**src/rtl/ram_port_sequencer_if.sv**
```systemverilog
// Bus bundle between the fetch/load-store requesters, the byte-wide RAM and
// the ram_port_sequencer. The sequencer uses the slave view; the environment uses master.
interface ram_port_sequencer_if;
  logic        f_req;
  logic [31:0] f_addr;
  logic        f_gnt;
  logic        f_done;
  logic [31:0] f_rdata;
  logic        f_err;

  logic        d_req;
  logic        d_rw;
  logic [1:0]  d_len;
  logic [31:0] d_addr;
  logic [31:0] d_wdata;
  logic        d_gnt;
  logic        d_done;
  logic [31:0] d_rdata;
  logic        d_err;

  logic        ram_rw;
  logic [1:0]  ram_len;
  logic [31:0] ram_addr;
  logic [31:0] ram_write;
  logic [31:0] ram_read;
  logic        ram_exception;

  modport slave (
    input  f_req, f_addr, d_req, d_rw, d_len, d_addr, d_wdata, ram_read, ram_exception,
    output f_gnt, f_done, f_rdata, f_err, d_gnt, d_done, d_rdata, d_err,
           ram_rw, ram_len, ram_addr, ram_write
  );

  modport master (
    output f_req, f_addr, d_req, d_rw, d_len, d_addr, d_wdata, ram_read, ram_exception,
    input  f_gnt, f_done, f_rdata, f_err, d_gnt, d_done, d_rdata, d_err,
           ram_rw, ram_len, ram_addr, ram_write
  );
endinterface

```
**src/rtl/ram_port_sequencer.sv**
```systemverilog
// Round-robin sharing of a byte-wide RAM between a word fetch port and a
// byte/half/word load-store port; each access is split into little-endian byte cycles.
module ram_port_sequencer #(
  parameter bit RESP_ZERO_ON_ERR = 1'b1
) (
  input logic                  clk,
  input logic                  rst_n,
  ram_port_sequencer_if.slave  bus
);

  typedef enum logic [1:0] {
    ST_IDLE = 2'd0,
    ST_XFER = 2'd1,
    ST_DONE = 2'd2
  } state_t;

  state_t      state_r, state_nxt;
  logic        port_d_r;
  logic        last_d_r;
  logic        rw_r;
  logic [1:0]  len_r;
  logic [31:0] addr_r;
  logic [31:0] wdata_r;
  logic [1:0]  idx_r;
  logic [31:0] acc_r, acc_nxt;
  logic        f_done_r, f_err_r, d_done_r, d_err_r;
  logic [31:0] f_rdata_r, d_rdata_r;

  logic        grant_f_s, grant_d_s, sel_d_s;
  logic        enter_done_s, err_s;
  logic        ram_rw_s;
  logic [31:0] ram_addr_s, ram_write_s, rdata_val_s;

  function automatic logic [7:0] get_byte(input logic [31:0] w, input logic [1:0] i);
    case (i)
      2'd0:    get_byte = w[7:0];
      2'd1:    get_byte = w[15:8];
      2'd2:    get_byte = w[23:16];
      default: get_byte = w[31:24];
    endcase
  endfunction

  function automatic logic [31:0] put_byte(input logic [31:0] w, input logic [1:0] i,
                                           input logic [7:0] b);
    logic [31:0] r;
    r = w;
    case (i)
      2'd0:    r[7:0]   = b;
      2'd1:    r[15:8]  = b;
      2'd2:    r[23:16] = b;
      default: r[31:24] = b;
    endcase
    return r;
  endfunction

  function automatic logic [1:0] last_idx(input logic [1:0] len);
    case (len)
      2'd0:    last_idx = 2'd0;
      2'd1:    last_idx = 2'd1;
      default: last_idx = 2'd3;
    endcase
  endfunction

  // Arbitration, byte sequencing and RAM strobes; everything idles while rst_n is low.
  always_comb begin
    state_nxt    = state_r;
    grant_f_s    = 1'b0;
    grant_d_s    = 1'b0;
    sel_d_s      = port_d_r;
    enter_done_s = 1'b0;
    err_s        = 1'b0;
    acc_nxt      = acc_r;
    ram_rw_s     = 1'b0;
    ram_addr_s   = 32'h0000_0000;
    ram_write_s  = 32'h0000_0000;
    if (!rst_n) begin
      state_nxt = ST_IDLE;
    end else begin
      case (state_r)
        ST_IDLE: begin
          // The port not granted last wins a tie.
          if (bus.f_req && (!bus.d_req || last_d_r)) begin
            grant_f_s = 1'b1;
          end else if (bus.d_req) begin
            grant_d_s = 1'b1;
          end else begin
            grant_f_s = 1'b0;
          end
          if (grant_f_s) begin
            sel_d_s   = 1'b0;
            acc_nxt   = 32'h0000_0000;
            state_nxt = ST_XFER;
          end else if (grant_d_s) begin
            sel_d_s = 1'b1;
            acc_nxt = 32'h0000_0000;
            if (bus.d_len == 2'd3) begin
              state_nxt    = ST_DONE;
              enter_done_s = 1'b1;
              err_s        = 1'b1;
            end else begin
              state_nxt = ST_XFER;
            end
          end else begin
            state_nxt = ST_IDLE;
          end
        end
        ST_XFER: begin
          ram_addr_s = addr_r + {30'd0, idx_r};
          if (bus.ram_exception) begin
            err_s        = 1'b1;
            enter_done_s = 1'b1;
            state_nxt    = ST_DONE;
          end else begin
            if (rw_r) begin
              ram_rw_s    = 1'b1;
              ram_write_s = {24'd0, get_byte(wdata_r, idx_r)};
            end else begin
              acc_nxt = put_byte(acc_r, idx_r, bus.ram_read[7:0]);
            end
            if (idx_r == last_idx(len_r)) begin
              enter_done_s = 1'b1;
              state_nxt    = ST_DONE;
            end else begin
              state_nxt = ST_XFER;
            end
          end
        end
        ST_DONE: state_nxt = ST_IDLE;
        default: state_nxt = ST_IDLE;
      endcase
    end
  end

  assign rdata_val_s = (rw_r || (err_s && RESP_ZERO_ON_ERR)) ? 32'h0000_0000 : acc_nxt;

  // State, latched request and registered response outputs.
  always_ff @(posedge clk) begin
    if (!rst_n) begin
      state_r   <= ST_IDLE;
      port_d_r  <= 1'b0;
      last_d_r  <= 1'b1;
      rw_r      <= 1'b0;
      len_r     <= 2'd0;
      addr_r    <= 32'h0000_0000;
      wdata_r   <= 32'h0000_0000;
      idx_r     <= 2'd0;
      acc_r     <= 32'h0000_0000;
      f_done_r  <= 1'b0;
      f_err_r   <= 1'b0;
      f_rdata_r <= 32'h0000_0000;
      d_done_r  <= 1'b0;
      d_err_r   <= 1'b0;
      d_rdata_r <= 32'h0000_0000;
    end else begin
      state_r <= state_nxt;
      acc_r   <= acc_nxt;
      if (grant_f_s || grant_d_s) begin
        port_d_r <= grant_d_s;
        last_d_r <= grant_d_s;
        rw_r     <= grant_d_s & bus.d_rw;
        len_r    <= grant_d_s ? bus.d_len : 2'd2;
        addr_r   <= grant_d_s ? bus.d_addr : bus.f_addr;
        wdata_r  <= grant_d_s ? bus.d_wdata : 32'h0000_0000;
        idx_r    <= 2'd0;
      end else if (state_r == ST_XFER) begin
        idx_r <= idx_r + 2'd1;
      end else begin
        idx_r <= idx_r;
      end
      f_done_r <= enter_done_s & ~sel_d_s;
      f_err_r  <= enter_done_s & ~sel_d_s & err_s;
      d_done_r <= enter_done_s & sel_d_s;
      d_err_r  <= enter_done_s & sel_d_s & err_s;
      if (enter_done_s && !sel_d_s) begin
        f_rdata_r <= rdata_val_s;
      end else begin
        f_rdata_r <= f_rdata_r;
      end
      if (enter_done_s && sel_d_s) begin
        d_rdata_r <= rdata_val_s;
      end else begin
        d_rdata_r <= d_rdata_r;
      end
    end
  end

  assign bus.f_gnt     = grant_f_s;
  assign bus.d_gnt     = grant_d_s;
  assign bus.f_done    = f_done_r;
  assign bus.f_err     = f_err_r;
  assign bus.f_rdata   = f_rdata_r;
  assign bus.d_done    = d_done_r;
  assign bus.d_err     = d_err_r;
  assign bus.d_rdata   = d_rdata_r;
  assign bus.ram_rw    = ram_rw_s;
  assign bus.ram_len   = 2'b00;
  assign bus.ram_addr  = ram_addr_s;
  assign bus.ram_write = ram_write_s;

endmodule

```
**src/flat_wrapper.sv**
```systemverilog
// flat-port wrapper written by rule: the top's interface ports become plain ports
module ram_port_sequencer_flat 
#(
  parameter bit RESP_ZERO_ON_ERR = 1'b1
)
  (clk, rst_n, bus_f_req, bus_f_addr, bus_d_req, bus_d_rw, bus_d_len, bus_d_addr, bus_d_wdata, bus_ram_read, bus_ram_exception, bus_f_gnt, bus_f_done, bus_f_rdata, bus_f_err, bus_d_gnt, bus_d_done, bus_d_rdata, bus_d_err, bus_ram_rw, bus_ram_len, bus_ram_addr, bus_ram_write);
  ram_port_sequencer_if bus_i ();
  input logic clk;
  input logic rst_n;
  input wire logic [$bits(bus_i.f_req)-1:0] bus_f_req;
  input wire logic [$bits(bus_i.f_addr)-1:0] bus_f_addr;
  input wire logic [$bits(bus_i.d_req)-1:0] bus_d_req;
  input wire logic [$bits(bus_i.d_rw)-1:0] bus_d_rw;
  input wire logic [$bits(bus_i.d_len)-1:0] bus_d_len;
  input wire logic [$bits(bus_i.d_addr)-1:0] bus_d_addr;
  input wire logic [$bits(bus_i.d_wdata)-1:0] bus_d_wdata;
  input wire logic [$bits(bus_i.ram_read)-1:0] bus_ram_read;
  input wire logic [$bits(bus_i.ram_exception)-1:0] bus_ram_exception;
  output wire logic [$bits(bus_i.f_gnt)-1:0] bus_f_gnt;
  output wire logic [$bits(bus_i.f_done)-1:0] bus_f_done;
  output wire logic [$bits(bus_i.f_rdata)-1:0] bus_f_rdata;
  output wire logic [$bits(bus_i.f_err)-1:0] bus_f_err;
  output wire logic [$bits(bus_i.d_gnt)-1:0] bus_d_gnt;
  output wire logic [$bits(bus_i.d_done)-1:0] bus_d_done;
  output wire logic [$bits(bus_i.d_rdata)-1:0] bus_d_rdata;
  output wire logic [$bits(bus_i.d_err)-1:0] bus_d_err;
  output wire logic [$bits(bus_i.ram_rw)-1:0] bus_ram_rw;
  output wire logic [$bits(bus_i.ram_len)-1:0] bus_ram_len;
  output wire logic [$bits(bus_i.ram_addr)-1:0] bus_ram_addr;
  output wire logic [$bits(bus_i.ram_write)-1:0] bus_ram_write;
  assign bus_i.f_req = bus_f_req;
  assign bus_i.f_addr = bus_f_addr;
  assign bus_i.d_req = bus_d_req;
  assign bus_i.d_rw = bus_d_rw;
  assign bus_i.d_len = bus_d_len;
  assign bus_i.d_addr = bus_d_addr;
  assign bus_i.d_wdata = bus_d_wdata;
  assign bus_i.ram_read = bus_ram_read;
  assign bus_i.ram_exception = bus_ram_exception;
  assign bus_f_gnt = bus_i.f_gnt;
  assign bus_f_done = bus_i.f_done;
  assign bus_f_rdata = bus_i.f_rdata;
  assign bus_f_err = bus_i.f_err;
  assign bus_d_gnt = bus_i.d_gnt;
  assign bus_d_done = bus_i.d_done;
  assign bus_d_rdata = bus_i.d_rdata;
  assign bus_d_err = bus_i.d_err;
  assign bus_ram_rw = bus_i.ram_rw;
  assign bus_ram_len = bus_i.ram_len;
  assign bus_ram_addr = bus_i.ram_addr;
  assign bus_ram_write = bus_i.ram_write;
  ram_port_sequencer #(.RESP_ZERO_ON_ERR(RESP_ZERO_ON_ERR)) u_core (.clk(clk), .rst_n(rst_n), .bus(bus_i));
endmodule
```
**config.mk**
```make
export PLATFORM = sky130hd
export DESIGN_NAME = ram_port_sequencer_flat
export DESIGN_NICKNAME = d
export VERILOG_FILES = /design/src/rtl/ram_port_sequencer_if.sv /design/src/rtl/ram_port_sequencer.sv /design/src/flat_wrapper.sv
export SDC_FILE = /design/constraint.sdc
export NUM_CORES = 1
export LEC_CHECK = 0
export CAP_MARGIN = 10
export CORE_ASPECT_RATIO = 1.4
export CORE_MARGIN = 2
export CORE_UTILIZATION = 32
export DETAILED_ROUTE_END_ITERATION = 12
export SKIP_CTS_REPAIR_TIMING = 1
export SLEW_MARGIN = 40
export SYNTH_ARGS = -nofsm -noshare
export SYNTH_HDL_FRONTEND = slang
export SYNTH_SLANG_ARGS = --single-unit
```
**constraint.sdc**
```tcl
create_clock -name clk -period 2.82 [get_ports clk]
set_input_delay 0.282 -clock clk [delete_from_list [all_inputs] [get_ports clk]]
set_output_delay 0.282 -clock clk [all_outputs]
set_load 0.01 [all_outputs]
```
; ---- Yosys cells after proc, flatten, opt, wreduce, memory -nomap -nowiden
; Index checks and enable logic that the tools add are counted.
[word_totals]
word_cells = 102
input_bits = 136
regBits = 173
output_inout_bits = 137
[op_classes]
mux = 59
n_bitwise = 7
n_eq_ne = 6
addsub = 2
n_reduce_logical = 13
[ops]
columns = operator, n
row1 = $mux W32, 12
row2 = $pmux W32 S2, 1
row3 = $mux W8, 5
row4 = $add A32 B2 Y32, 1
row5 = $mux W1, 27
row6 = $pmux W8 S3, 1
row7 = $mux W2, 9
row8 = $pmux W2 S2, 2
row9 = $eq A2 B1 Y1 const B, 3
row10 = $logic_not A2 Y1, 3
row11 = $and A1 B1 Y1, 5
row12 = $eq A2 B2 Y1 const B, 2
row13 = $pmux W1 S2, 2
row14 = $logic_and A1 B1 Y1, 3
row15 = $logic_or A1 B1 Y1, 3
row16 = $reduce_or A3 Y1, 1
row17 = $add A2 B1 Y2 const B, 1
row18 = $eq A2 B2 Y1, 1
row19 = $logic_not A1 Y1, 2
row20 = $not A1 Y1, 2
row21 = $reduce_or A2 Y1, 1

; ---- Depth between registers and ports, before layout
[depth]
depth_word = 13
mapped_depth = 9

; ---- Least setup slack after synthesis
; OpenSTA, ideal clock, no wires.
[synth_path]
path_kind = reg2out
from = register u_core.idx_r[0]
to = output bus_ram_addr[28]
setup_slack_ns = 0.536
stages_incl_launch_ff = 8
arrival_time_ns = 2.002
n_path_buf = 0
path_cell_list = dfxtp_1 ha_1 fa_1 and3_1 and3_1 nand4_1 or3_1 a21oi_1
[synth_between]
elab_chain_len = 3
[synth_rtl]
columns = item, line_no
row1 = from (decl), ram_port_sequencer.sv:24  ; logic [1:0] idx_r;
row2 = from (signal assigned), ram_port_sequencer.sv:166  ; idx_r <= idx_r + 2'd1;
row3 = from (signal assigned), ram_port_sequencer.sv:168  ; idx_r <= idx_r;
row4 = $add A32 B2 Y32, ram_port_sequencer.sv:108  ; ram_addr_s = addr_r + {30'd0, idx_r};
row5 = $mux W32, ram_port_sequencer.sv:79  ; case (state_r)
row6 = $mux W32, ram_port_sequencer.sv:76  ; if (!rst_n) begin
row7 = to (decl), flat_wrapper.sv:29  ; output wire logic [$bits(bus_i.ram_addr)-1:0] bus_ram_addr;
; No other way between the ends.

; ---- Final worst setup path
[layout_path]
from = register u_core.addr_r[9]
to = output bus_ram_addr[31]
[layout_between]
elab_chain_len = 3
[layout_rtl]
columns = item, line_no
row1 = from (decl), ram_port_sequencer.sv:22  ; logic [31:0] addr_r;
row2 = from (signal assigned), ram_port_sequencer.sv:162  ; addr_r <= grant_d_s ? bus.d_addr : bus.f_addr;
row3 = $add A32 B2 Y32, ram_port_sequencer.sv:108
row4 = $mux W32, ram_port_sequencer.sv:79
row5 = $mux W32, ram_port_sequencer.sv:76
; No other way between the ends.

==> flow_metrics.env <==
export IMPL_outcome="finished, final reports clean"
export IMPL_start_kind="flip-flop"
export IMPL_finalSetupViolCount=0
export IMPL_synth_warnings=0
export IMPL_initial_core_util_pct=32.4
export IMPL_core_area_mm2=0.0252
export IMPL_cts_tree="done"
export IMPL_vdd_drop_max_mv=0.492
export IMPL_first_iter_violations=474
export IMPL_hold_end="u_core.state_r[0]"
export IMPL_critical_path_max_fanout=5
export IMPL_cp_end_kind="output pin"
export IMPL_hold_violations=0
export IMPL_post_synth_top_count_cell="dfxtp_1"
export IMPL_synth_ff_type="dfxtp_1"
export IMPL_syn2layout_area_growth_pct=42.0
export IMPL_ys_ff_latch=173
export IMPL_root_buffer="clkbuf_16"
export IMPL_cts_buffers=17
export IMPL_grt_usage_pct=19.7
export IMPL_netlist_area_mm2=0.00816
export IMPL_maxSlewHeadroom_pct=64.6
export IMPL_syn_inst=935
export IMPL_synth_edf_count=0
export IMPL_globalplace_congestion=0.835
export IMPL_grt_pass1_vias=7430
export IMPL_min_period_over_period_pct=99.5
export IMPL_die_w_um=139
export IMPL_routedWlPerCell_um=18.4
export IMPL_ctsHtreeMaxLevel=4
export IMPL_required_ps=2540
export IMPL_die_h_um=193
export IMPL_fmaxAchievable_ghz=0.356
export IMPL_worst_r2r_setup_slack_ps=280
export IMPL_holdWs_ps=161
export IMPL_p_leak_nw=4.71
export IMPL_min_delay_start="rst_n"
export IMPL_maxSlewViolCount=0
export IMPL_whs_path_depth=3
export IMPL_power_density_mw_per_mm2=537
export IMPL_clk_pin_slew_ps=60
export IMPL_ant_nets=0
export IMPL_setup_tns_ps=0
export IMPL_r2r_cells=8
export IMPL_crit_arrival_ps=2520
export IMPL_vias=7765
export IMPL_layout_drive_gt1_share_pct=13.3
export IMPL_antenna_found_initial=1
export IMPL_drc_errors=0
export IMPL_cts_sinks=173
export IMPL_rr_startpoint="u_core.idx_r[0]"
export IMPL_rr_endpoint="u_core.bus.f_rdata[20]"
export IMPL_hold_class="in -> reg"
export IMPL_final_cell_area_mm2=0.0116
export IMPL_dieArea_mm2=0.0268
export IMPL_boundaryPins=273
export IMPL_finalCriticalPeriod_ps=2810
export IMPL_ys_seq_area_share_pct=42.4
export IMPL_worst_slew_pin_transition_ps=525
export IMPL_num_rows=69
export IMPL_max_cap_violations=0
export IMPL_grt_first_pass_wirelength_um=41500
export IMPL_synthTopCellsByArea="dfxtp_1 42%, nand3_1 5.2%, a22o_1 4.2%"
export IMPL_netlist_area_leader_share_pct=42.4
export IMPL_ys_top_cells_by_count="173 x dfxtp_1, 90 x nand2_1, 85 x nand3_1, 60 x o21ai_0, 58 x clkbuf_1"
export IMPL_skew_ps=12.6
export IMPL_viasPerCell=5.20
export IMPL_grt_max_degree=60
export IMPL_clock_latency_ps=440
export IMPL_clockBufferDepth=2
export IMPL_totalWireLength_um=27400
export IMPL_nNetsFinal=1305
export IMPL_synthArstFlopShare_pct=0
export IMPL_synth_avg_cell_area_um2=8.73
export IMPL_numPortBuffers=222
export IMPL_grt_remaining_overflow=0
export IMPL_synth_area_leader_cell="dfxtp_1"
export IMPL_dp_hpwl_um=19700
export IMPL_crit_type="reg -> out"
export IMPL_synth_cell_type_count=60
export IMPL_dr_pass1_iters=5
export IMPL_power_total_mw=6.22
export IMPL_dpl_cell_area_mm2=0.0108
export IMPL_rsz0062_at_grt="yes"
export IMPL_final_core_util_pct=46.0
==> per-layer routing <==
metal	vias up	GRT usage (%)	part of all wire (%)
met5	-	0	0
met4	0	7.61	2.3
met3	32	4.32	5.3
met2	245	37.4	53
met1	3678	21.5	39
li1	3810	-	-
==> worst max path at each step <==
| stage | from | endpoint | slack, ps | cells after the start |
|---|---|---|---|---|
| 3_3_place_gp | u_core.idx_r[1] | bus_ram_addr[31] | 70 | 8 |
| 3_5_place_dp | u_core.idx_r[0] | bus_ram_addr[14] | 8 | 8 |
| 4_1_cts | u_core.addr_r[0] | bus_ram_addr[14] | -490 | 8 |
| 2_1_floorplan | u_core.idx_r[0] | bus_ram_addr[28] | 540 | 7 |
| 5_1_grt | u_core.idx_r[1] | bus_ram_addr[31] | -50 | 9 |
| 6_report | u_core.addr_r[9] | bus_ram_addr[31] | 10 | 8 |
==> worst max-delay path, stage by stage (launching register included) <==
cell	delay, ps
dfxtp_1	380
and4_1	270
nor4b_4	250
nand4_1	200
buf_6	190
buf_12	120
or4_1	400
a21oi_1	130
buf_2	140
==> state kept, by name, summed over array words and instances, names as in the netlist, 2 cells and up <==
name                count
u_core.acc_r           32
u_core.addr_r          32
u_core.bus.d_rdata     32
u_core.bus.f_rdata     32
u_core.wdata_r         32
u_core.idx_r            2
u_core.len_r            2
u_core.state_r          2
==> cell families after synthesis <==
group / Yosys count / share of synthesized area (%)
DFF: 173 / 42.4
buffers and inverters: 118 / 7.13
and+or+nand+nor: 328 / 20.7
other: 1 / 0.0460
adders and majority gates: 8 / 1.32
AOI/OAI and AO/OA: 279 / 25.1
xor gates and xnor gates: 19 / 2.04
muxes: 9 / 1.24
==> report_power, final <==
part,internal [mW],switching (mW),leakage (nW)
combinational,0.509,0.649,3.03
sequential,2.57,0.137,1.41
clock,1.32,1.04,0.269
total,4.40,1.82,4.71
==> area by class of cell <==
class | count | area [um2]
tap | 319 | 399
antenna | 1 | 2.50
fill | 2482 | 13600
inverter | 12 | 45.0
multi-input combinational | 669 | 4330
clock buffer | 21 | 440
clock inverter | 11 | 135
sequential | 173 | 3480
timing repair buffer | 288 | 2750
==> layout by cell type (no fill, tap or decap), types with 4 or more instances in the layout <==
cell type	netlist	final
a22oi_1	26	26
nor2_1	47	46
xor2_1	13	13
o31ai_1	18	18
dfxtp_1	173	161
clkdlybuf4s50_1	0	189
dfxtp_2	0	11
a211o_1	4	4
buf_2	13	10
nand3_1	85	82
conb_1	1	26
inv_1	11	11
a221oi_1	9	9
clkbuf_16	0	17
a21boi_1	14	14
o21ai_0	60	60
clkbuf_1	58	4
nand3b_1	5	5
buf_4	26	61
a22o_1	39	39
ha_1	7	5
nand4_1	15	15
o211a_1	21	21
dlymetal6s2s_1	0	21
xnor2_1	6	6
nand2_1	90	90
a21oi_1	24	20
a21boi_0	40	40
and3_1	8	6
mux2_2	9	9
or3_1	12	9
nor2b_1	20	20
and2_1	9	8
a222oi_1	8	8
or4_1	18	18
==> metrics by stage <==
step	cells	setup WS [ps]
6_report	1494	13.5
2_1_floorplan	960	536
3_3_place_gp	1452	69.6
5_1_grt	1494	-51.9
4_1_cts	1484	-490
3_5_place_dp	1452	7.73
(Power assumes the default switching activity.)
